===== src/rtl/ppu_pkg.sv =====
// Shared PPU types and width helpers for the FIR datapath.
// fir_t is laid out {sign, te, frac} at the default FIR widths.
package ppu_pkg;

    localparam int DEF_FIR_TE_SIZE   = 7;
    localparam int DEF_FIR_FRAC_SIZE = 14;

    typedef struct packed {
        logic                         sign;
        logic [DEF_FIR_TE_SIZE-1:0]   te;
        logic [DEF_FIR_FRAC_SIZE-1:0] frac;
    } fir_t;

    function automatic int fir_width(input int te_size, input int frac_size);
        return 1 + te_size + frac_size;
    endfunction

    function automatic int lzc_width(input int fx_b);
        return $clog2(fx_b) + 1;
    endfunction

endpackage


===== src/rtl/fixed_to_fir.sv =====
// Combinational unsigned fixed-point Fx<FX_M,FX_B> to FIR converter.
// The output is te = FX_M - lzc - 1, frac = {1, bits below the leading one}, and sign = the input MSB.
module fixed_to_fir
    import ppu_pkg::*;
#(
    parameter int FIR_TE_SIZE   = 7,
    parameter int FIR_FRAC_SIZE = 14,
    parameter int FX_M          = 32,
    parameter int FX_B          = 64,
    localparam int FIR_W        = fir_width(FIR_TE_SIZE, FIR_FRAC_SIZE),
    localparam int LZC_W        = lzc_width(FX_B)
) (
    input  logic [FX_B-1:0]  fixed,
    output logic [FIR_W-1:0] fir
);

    logic [LZC_W-1:0]         lzc;
    logic [FIR_TE_SIZE-1:0]   te;
    logic [FIR_FRAC_SIZE-2:0] frac_bits;

    // Ascending scan: the last hit is the leading one. All-zero input leaves lzc = FX_B.
    always_comb begin
        // NOTE: every always_comb output gets a default first so no path infers a latch.
        lzc = LZC_W'(FX_B);
        for (int i = 0; i < FX_B; i++) begin
            if (fixed[i]) lzc = LZC_W'(FX_B - 1 - i);
        end
    end

    assign te        = FIR_TE_SIZE'(FX_M - 1 - int'(lzc));
    assign frac_bits = (FIR_FRAC_SIZE-1)'((fixed << (lzc + 1)) >> (FX_B - FIR_FRAC_SIZE + 1));
    assign fir       = {fixed[FX_B-1], te, 1'b1, frac_bits};

endmodule


===== src/rtl/fixed_to_fir_arbiter.sv =====
// Round-robin arbiter that shares one fixed_to_fir converter among NUM_REQ requesters and registers the result.
// The build option FX2FIR_ZERO_DETECT_EN makes an all-zero input load fir = 0 and out_zero_o = 1.
module fixed_to_fir_arbiter
    import ppu_pkg::*;
#(
    parameter int N             = 16,
    parameter int FIR_TE_SIZE   = 7,
    parameter int FIR_FRAC_SIZE = 14,
    parameter int FX_M          = 32,
    parameter int FX_B          = 64,
    parameter int NUM_REQ       = 4,
    localparam int ID_W         = (NUM_REQ > 1) ? $clog2(NUM_REQ) : 1,
    localparam int FIR_W        = fir_width(FIR_TE_SIZE, FIR_FRAC_SIZE)
) (
    input  logic                    clk_i,
    input  logic                    rst_i,
    input  logic [NUM_REQ-1:0]      req_valid_i,
    input  logic [NUM_REQ*FX_B-1:0] req_fixed_i,
    output logic [NUM_REQ-1:0]      req_ready_o,
    output logic                    out_valid_o,
    input  logic                    out_ready_i,
    output logic [FIR_W-1:0]        out_fir_o,
    output logic [ID_W-1:0]         out_id_o,
    output logic                    out_zero_o
);

    if (FIR_TE_SIZE < lzc_width(FX_B) || FIR_FRAC_SIZE > N - 2 || NUM_REQ < 1) begin : g_param_check
        $error("fixed_to_fir_arbiter: inconsistent FIR/posit/requester parameters");
    end

    logic [ID_W-1:0]  rr_ptr;
    logic [ID_W-1:0]  grant_id;
    logic [ID_W-1:0]  cand;
    logic [ID_W-1:0]  next_ptr;
    logic             found;
    logic             can_accept;
    logic             transfer;
    logic [FX_B-1:0]  sel_fixed;
    logic [FIR_W-1:0] conv_fir;
    logic [FIR_W-1:0] load_fir;

    function automatic int wrap_idx(input int v);
        return (v >= NUM_REQ) ? v - NUM_REQ : v;
    endfunction

    // Scan from the farthest offset down so the nearest valid requester after rr_ptr wins.
    always_comb begin
        found    = 1'b0;
        grant_id = '0;
        cand     = '0;
        for (int k = NUM_REQ - 1; k >= 0; k--) begin
            cand = ID_W'(wrap_idx(int'(rr_ptr) + k));
            if (req_valid_i[cand]) begin
                found    = 1'b1;
                grant_id = cand;
            end
        end
    end

    assign can_accept  = !out_valid_o || out_ready_i;
    assign transfer    = found && can_accept && rst_i;
    assign req_ready_o = transfer ? (NUM_REQ'(1) << grant_id) : '0;
    assign next_ptr    = (grant_id == ID_W'(NUM_REQ - 1)) ? '0 : grant_id + 1'b1;
    assign sel_fixed   = req_fixed_i[grant_id*FX_B +: FX_B];

    fixed_to_fir #(
        .FIR_TE_SIZE  (FIR_TE_SIZE),
        .FIR_FRAC_SIZE(FIR_FRAC_SIZE),
        .FX_M         (FX_M),
        .FX_B         (FX_B)
    ) u_fixed_to_fir (
        .fixed(sel_fixed),
        .fir  (conv_fir)
    );

`ifdef FX2FIR_ZERO_DETECT_EN
    logic load_zero;
    logic zero_q;

    assign load_zero = ~|sel_fixed;
    assign load_fir  = load_zero ? '0 : conv_fir;

    always_ff @(posedge clk_i or negedge rst_i) begin
        if (!rst_i)        zero_q <= 1'b0;
        else if (transfer) zero_q <= load_zero;
    end

    assign out_zero_o = zero_q;
`else
    assign load_fir   = conv_fir;
    assign out_zero_o = 1'b0;
`endif

    // A drain without a refill only clears the valid flag. The data fields keep their values.
    always_ff @(posedge clk_i or negedge rst_i) begin
        // NOTE: sequential state uses non-blocking assignments so every register samples pre-edge values.
        if (!rst_i) begin
            out_valid_o <= 1'b0;
            out_fir_o   <= '0;
            out_id_o    <= '0;
            rr_ptr      <= '0;
        end else if (transfer) begin
            out_valid_o <= 1'b1;
            out_fir_o   <= load_fir;
            out_id_o    <= grant_id;
            rr_ptr      <= next_ptr;
        end else if (out_ready_i) begin
            out_valid_o <= 1'b0;
        end
    end

endmodule


===== config.mk =====
export PLATFORM = sky130hd
export DESIGN_NAME = fixed_to_fir_arbiter
export DESIGN_NICKNAME = d
export VERILOG_FILES = /design/src/rtl/ppu_pkg.sv /design/src/rtl/fixed_to_fir.sv /design/src/rtl/fixed_to_fir_arbiter.sv
export SDC_FILE = /design/constraint.sdc
export NUM_CORES = 1
export LEC_CHECK = 0
export CORE_MARGIN = 4
export CORE_UTILIZATION = 34
export CTS_CLUSTER_DIAMETER = 80
export CTS_CLUSTER_SIZE = 14
export DETAILED_ROUTE_END_ITERATION = 16
export PLACE_DENSITY = 0.61
export SETUP_SLACK_MARGIN = 0.2
export SLEW_MARGIN = 30
export SYNTH_ARGS = -nofsm -noshare
export SYNTH_HDL_FRONTEND = slang
export SYNTH_SLANG_ARGS = --single-unit

===== constraint.sdc =====
create_clock -name clk_i -period 5.9 [get_ports clk_i]
set_clock_uncertainty 0.1 [all_clocks]
set_input_delay 0.885 -clock clk_i [delete_from_list [all_inputs] [get_ports clk_i]]
set_output_delay 0.885 -clock clk_i [all_outputs]
set_load 0.005 [all_outputs]

# [Yosys cells after proc, flatten, opt, wreduce, memory -nomap -nowiden]
# Index checks and enable logic that the tools add are counted.
[totals] inputBits=263 output_inout_bits=30 regBits=27
[op_classes] eq_ne=1 muxes=88 magnitude_cmp=8 n_addsub=10 shift=3 n_reduce_logical=5
[op_table] cell="$mux W7" n=64
[op_table] cell="$shiftx A256 B9 Y64" n=1
[op_table] cell="$shl A64 B32 Y64" n=1
[op_table] cell="$mux W2" n=9
[op_table] cell="$lt A2 B3 Y1 const B" n=4
[op_table] cell="$mux W1" n=10
[op_table] cell="$ge A3 B3 Y1 const B" n=3
[op_table] cell="$add A7 B1 Y8 const B" n=1
[op_table] cell="$bmux W1 S2" n=4
[op_table] cell="$sub A2 B1 Y2 const B" n=4
[op_table] cell="$sub A5 B7 Y7 const A" n=1
[op_table] cell="$add A2 B2 Y3 const B" n=2
[op_table] cell="$mux W4" n=1
[op_table] cell="$shl A1 B2 Y4 const A" n=1
[op_table] cell="$add A2 B1 Y3 const B" n=1
[op_table] cell="$ge A2 B3 Y1 const B" n=1
[op_table] cell="$add A2 B1 Y2 const B" n=1
[op_table] cell="$eq A2 B2 Y1 const B" n=1
[op_table] cell="$logic_and A1 B1 Y1" n=2
[op_table] cell="$reduce_bool A2 Y1" n=1
[op_table] cell="$logic_not A1 Y1" n=1
[op_table] cell="$logic_or A1 B1 Y1" n=1

# [Logic depth before layout (Yosys ltp)]
[logic_depth] depth_word=76 mapped_depth=31 mapped_depth_nobuf=22

# [By module]
# Synthesis repeated with hierarchy kept, for this count alone.
[hier_totals] hier_cells=1063 hier_area_um2=7791.2
[modules_own_cells] mod="fixed_to_fir" area_each_um2=4707.0 instances=1 cells_each=686 seq_area_each_um2=0.0
[modules_own_cells] mod="fixed_to_fir_arbiter" area_each_um2=3084.2 instances=1 cells_each=377 seq_area_each_um2=675.6

# [Worst setup path before layout]
# Ideal clock, no wire load.
[synth_timing] path_kind="input-to-reg" startpoint="in req_valid_i[2]" endpoint="reg out_fir_o[3]" path_slack_ns=-0.920 path_buffers=6 setup_ns=0.122 t_arrival_ns=6.599 path_stages=26 t_required_ns=5.678 path_cell_list="nor2b_2 o21a_1 nor3_4 inv_2 buf_6 buf_6 buf_6 a211oi_1 nor2_1 a211oi_1 o2111ai_1 a211o_1 a211o_1 nand2_4 inv_2 buf_2 buf_1 ha_1 and3b_1 or4_1 buf_6 mux2i_1 mux4_2 a32o_1 a2111o_1 a32o_1"
[synth_between] elab_chain_len=73 elab_cells_between_ends=85
[synth_rtl] item="start: declaration" line="fixed_to_fir_arbiter.sv:17" source="input logic [NUM_REQ-1:0] req_valid_i,"
[synth_rtl] item="$bmux W1 S2" line="fixed_to_fir_arbiter.sv:53" source="if (req_valid_i[cand]) begin"
[synth_rtl] item="$mux W1 (not written as such)" line="fixed_to_fir_arbiter.sv:53"
[synth_rtl] item="$mux W2 (4 in a row)" line="fixed_to_fir_arbiter.sv:53"
[synth_rtl] item="$shiftx A256 B9 Y64" line="fixed_to_fir_arbiter.sv:64" source="assign sel_fixed = req_fixed_i[grant_id*FX_B +: FX_B];"
[synth_rtl] item="$mux W7 (64 in a row)" line="fixed_to_fir.sv:26" source="if (fixed[i]) lzc = LZC_W'(FX_B - 1 - i);"
[synth_rtl] item="$add A7 B1 Y8" line="fixed_to_fir.sv:31" source="assign frac_bits = (FIR_FRAC_SIZE-1)'((fixed << (lzc + 1)) >> (FX_B - FIR_FRAC_SIZE + 1));"
[synth_rtl] item="$shl A64 B32 Y64" line="fixed_to_fir.sv:31"
[synth_rtl] item="end signal: assignment" line="fixed_to_fir_arbiter.sv:104" source="out_fir_o <= load_fir;"
[synth_rtl] item="end: declaration" line="fixed_to_fir_arbiter.sv:22" source="output logic [FIR_W-1:0] out_fir_o,"
# Parallel ways exist; a longest one is shown, timed or not. The select of a mux whose other input is x is not followed.
# A chain may end at the register's enable or synchronous reset.

# [Worst setup path after layout]
# Same ends and word-level chain as after synthesis.

==> results.py <==
metrics = {
    "die": {
        "ios": 293,
        "dieArea_mm2": 0.02884,
        "initial_core_util": 0.3495,
        "die_h_um": 169.8,
        "core_mm2": 0.02547,
        "num_rows": 58,
        "dieWidth_um": 169.8,
    },
    "global_route": {
        "grt_max_degree": 36,
        "grt_overflow": 0,
        "grt_pass1_wl_um": 89910,
        "first_global_vias": 14850,
        "grt_antenna_before_repair": 3,
        "grt_util_all_layers": 0.4037,
    },
    "placed_design": {
        "place_ws_ns": -1.311,
        "gp_congestion": 1.019,
        "postPlaceCellArea_mm2": 0.01530,
        "place_hpwl_um": 47960,
        "port_buffers": 291,
    },
    "cells_and_area": {
        "drive_above_1_share": 0.3968,
        "layout_common_cells": "buf_4 (496), clkdlybuf4s50_1 (287), nand2_1 (112), nand3_1 (87), o21ai_0 (86)",
        "finalNetCount": 2276,
        "nFillCells": 2138,
        "mostFrequentLayoutCell": "buf_4",
        "fin_area_mm2": 0.01727,
        "area_growth_pct": 93.97,
        "multi_input_area_mm2": 0.008387,
        "final_util": 0.6779,
        "register_area_um2": 675.6,
    },
    "clock_tree": {
        "h-tree-depth": 1,
        "cts_buffers": 3,
        "cts_tree": "built",
        "cts_root_buf": "clkbuf_16",
        "clk_latency_ns": 0.27,
        "clock-sinks": 27,
        "cts_hold_buffers": 0,
        "clockBufferDepth": 2,
        "clk_pin_slew_ns": 0.08,
    },
    "route": {
        "ant_nets": 0,
        "remaining_drc_errors": 0,
        "wl_um": 61790,
        "first_pass_iters": 6,
        "drt-initial-drc-count": 2025,
        "vias_per_cell": 6.349,
        "vias": 14850,
        "routedWlPerCell_um": 26.43,
    },
    "setup_path": {
        "critPathBufInv": 24,
        "worst_path_most_repeated_cell": "buf_4",
        "worstReg2RegEnd": "out_fir_o[3]$_DFFE_PN0P_",
        "end_kind": "flop",
        "cp_slowest_stage_delay_ns": 0.35,
        "crit_slowest_cell": "a2111o_1",
        "reg2regPathDepth": 34,
        "crit_type": "in -> reg",
        "cp-start-kind": "primary input",
        "reg2reg_from": "rr_ptr[1]$_DFFE_PN0P_",
        "cp_data_required_time_ns": 5.98,
        "crit_family": "buffers and inverters",
        "crit_fanout": 9,
        "rrSetupSlack_ns": -0.05,
        "worstPathArrival_ns": 6.37,
    },
    "min_path": {
        "whs_path_depth": 1,
        "hp-class": "reg -> reg",
        "min_from": "out_fir_o[13]$_DFFE_PN0P_",
        "min_to": "out_fir_o[13]$_DFFE_PN0P_",
    },
    "run": {
        "cap_violations": 0,
    },
    "timing": {
        "relSlewSlack": 0.5073,
        "timing.final.crit_share": 1.066,
        "worst_pin_slew_ns": 0.7346,
        "setup_viol": 13,
        "max_freq_mhz": 159.0,
        "fin_crit_ns": 6.290,
        "rsz0062_at_grt": "true",
        "tns_ns": -3.302,
        "slew_violations": 0,
        "layout_setup_ws_ns": -0.3899,
        "hold_viol": 0,
    },
    "synthesis": {
        "syn_avg_cell_area_um2": 6.966,
        "synth_seq_cells": 27,
        "synthArstFlopShare": 1.000,
        "syn_area_mm2": 0.008902,
        "yosysWarnings": 0,
        "synth_ff_type": "dfrtp_1",
        "synth_seq_area_share": 0.07590,
        "synth_edf_count": 0,
        "syn_inst": 1278,
        "ys_types": 90,
        "synth_nets": 1547,
    },
    "run_status": {
        "outcome": "finished, violations left",
        "violations": "setup timing",
    },
    "power_and_ir_drop": {
        "power.density_mw_per_mm2": 764.5,
        "total_leakage_power_nw": 7.542,
        "vdd_drop_max_mv": 0.4019,
    },
}
-- through the flow --
stage,instances,hold slack [ns],power (mW)
3_5_place_dp,2223,0.3514,11.15
3_3_place_gp,2223,0.3502,11.10
2_1_floorplan,1278,0.3590,5.980
5_1_grt,2338,0.4063,13.77
6_report,2338,0.3631,13.20
4_1_cts,2320,0.3711,12.36
-- cells in the mapped netlist (5+ instances only) --
master,number,area (um^2)
a211o_1,12,105.1
a311oi_1,6,52.55
o211ai_1,16,120.1
dfrtp_1,27,675.7
a32o_1,6,60.06
nand2b_1,10,62.56
mux2i_1,44,440.4
buf_4,12,90.09
o2111ai_1,11,96.34
or2_2,31,193.9
a21oi_1,46,230.2
o22a_1,17,148.9
and3_1,77,481.7
nand2_1,116,435.4
buf_6,10,112.6
o31ai_1,13,97.59
or3_1,12,75.07
a31oi_1,12,75.07
a31o_2,10,87.58
and4_1,14,122.6
mux2_2,12,135.1
inv_1,16,60.06
o31a_1,9,78.83
o211a_1,9,90.09
ha_1,6,75.07
nor4_1,5,31.28
a21o_1,10,75.07
nand4_1,19,118.9
a211oi_2,5,62.56
a211oi_1,98,735.7
buf_2,28,140.1
o221ai_1,6,52.55
clkbuf_1,68,255.2
o21ai_0,99,495.5
buf_1,7,26.28
nor2_1,87,326.6
o22ai_1,19,118.9
mux4_2,25,563.0
a22oi_1,12,90.09
nor3_1,27,135.1
nand3_1,93,465.5
and2_1,17,106.4
-- how the worst max path moves through the flow --
stage                         from                  endpoint  slack (ns)  cells past startpoint
global route        req_valid_i[2]  out_fir_o[3]$_DFFE_PN0P_       -0.49                     36
global placement    req_valid_i[1]  out_fir_o[3]$_DFFE_PN0P_       -1.16                     24
CTS                 req_valid_i[2]  out_fir_o[7]$_DFFE_PN0P_       -0.25                     27
detailed placement  req_valid_i[1]  out_fir_o[3]$_DFFE_PN0P_       -1.31                     22
floorplan           req_valid_i[2]  out_fir_o[3]$_DFFE_PN0P_       -0.48                     26
finish              req_valid_i[2]  out_fir_o[3]$_DFFE_PN0P_       -0.39                     36
-- state kept, by name, summed over array words and instances, names as in the netlist --
signal / flops
out_fir_o: 22
out_id_o: 2
rr_ptr: 2
out_valid_o: 1
-- routing by layer --
layer,track usage,vias to the layer above,part of all wire
met5,0,-,0.00021
met4,0.1733,2,0.056
met3,0.06969,228,0.11
met2,0.6682,1142,0.45
met1,0.5181,7006,0.39
li1,-,6467,-
-- area by class of cell --
cell class	count	area share
diodes	2	0.0002898
multi-input cells	1106	0.4857
clock buffers	3	0.004348
clock inverters	1	0.0002898
inverters	19	0.004565
repair buffers	850	0.4418
well taps	330	0.02391
flip-flops and latches	27	0.03913
-- power breakdown --
part           internal (mW)  switching [mW]
Combinational           6.04            6.69
Clock                 0.0921          0.0762
Sequential             0.256          0.0517
-- cells by family (layout without fill, tap and decap cells) --
kind of cell,after synthesis,after routing,synth area share
other,1,3,0.0004212
AOI/OAI and AO/OA,470,470,0.3815
muxes,81,81,0.1279
xor gates and xnor gates,6,6,0.005903
and+or+nand+nor,542,542,0.3213
adders and majority gates,6,6,0.008433
DFF,27,27,0.07590
buffers and inverters,145,873,0.07871
-- worst reg2reg max path: cells and delay by family, from the launching register on --
kind,cells,cell delay [ns]
compound gates,6,1.52
buf+inv,23,3.07
flops,1,0.45
mux,1,0.18
simple gates,4,0.55
-- timing repair --
action / CTS / global route
gates resized for setup: 154 / 61
endpoints found under the setup margin: 13 / 13
gates cloned: 8 / 2
pin swaps: 42 / 10
setup buffers: 85 / 14
Power figures use the tool's default switching activity.
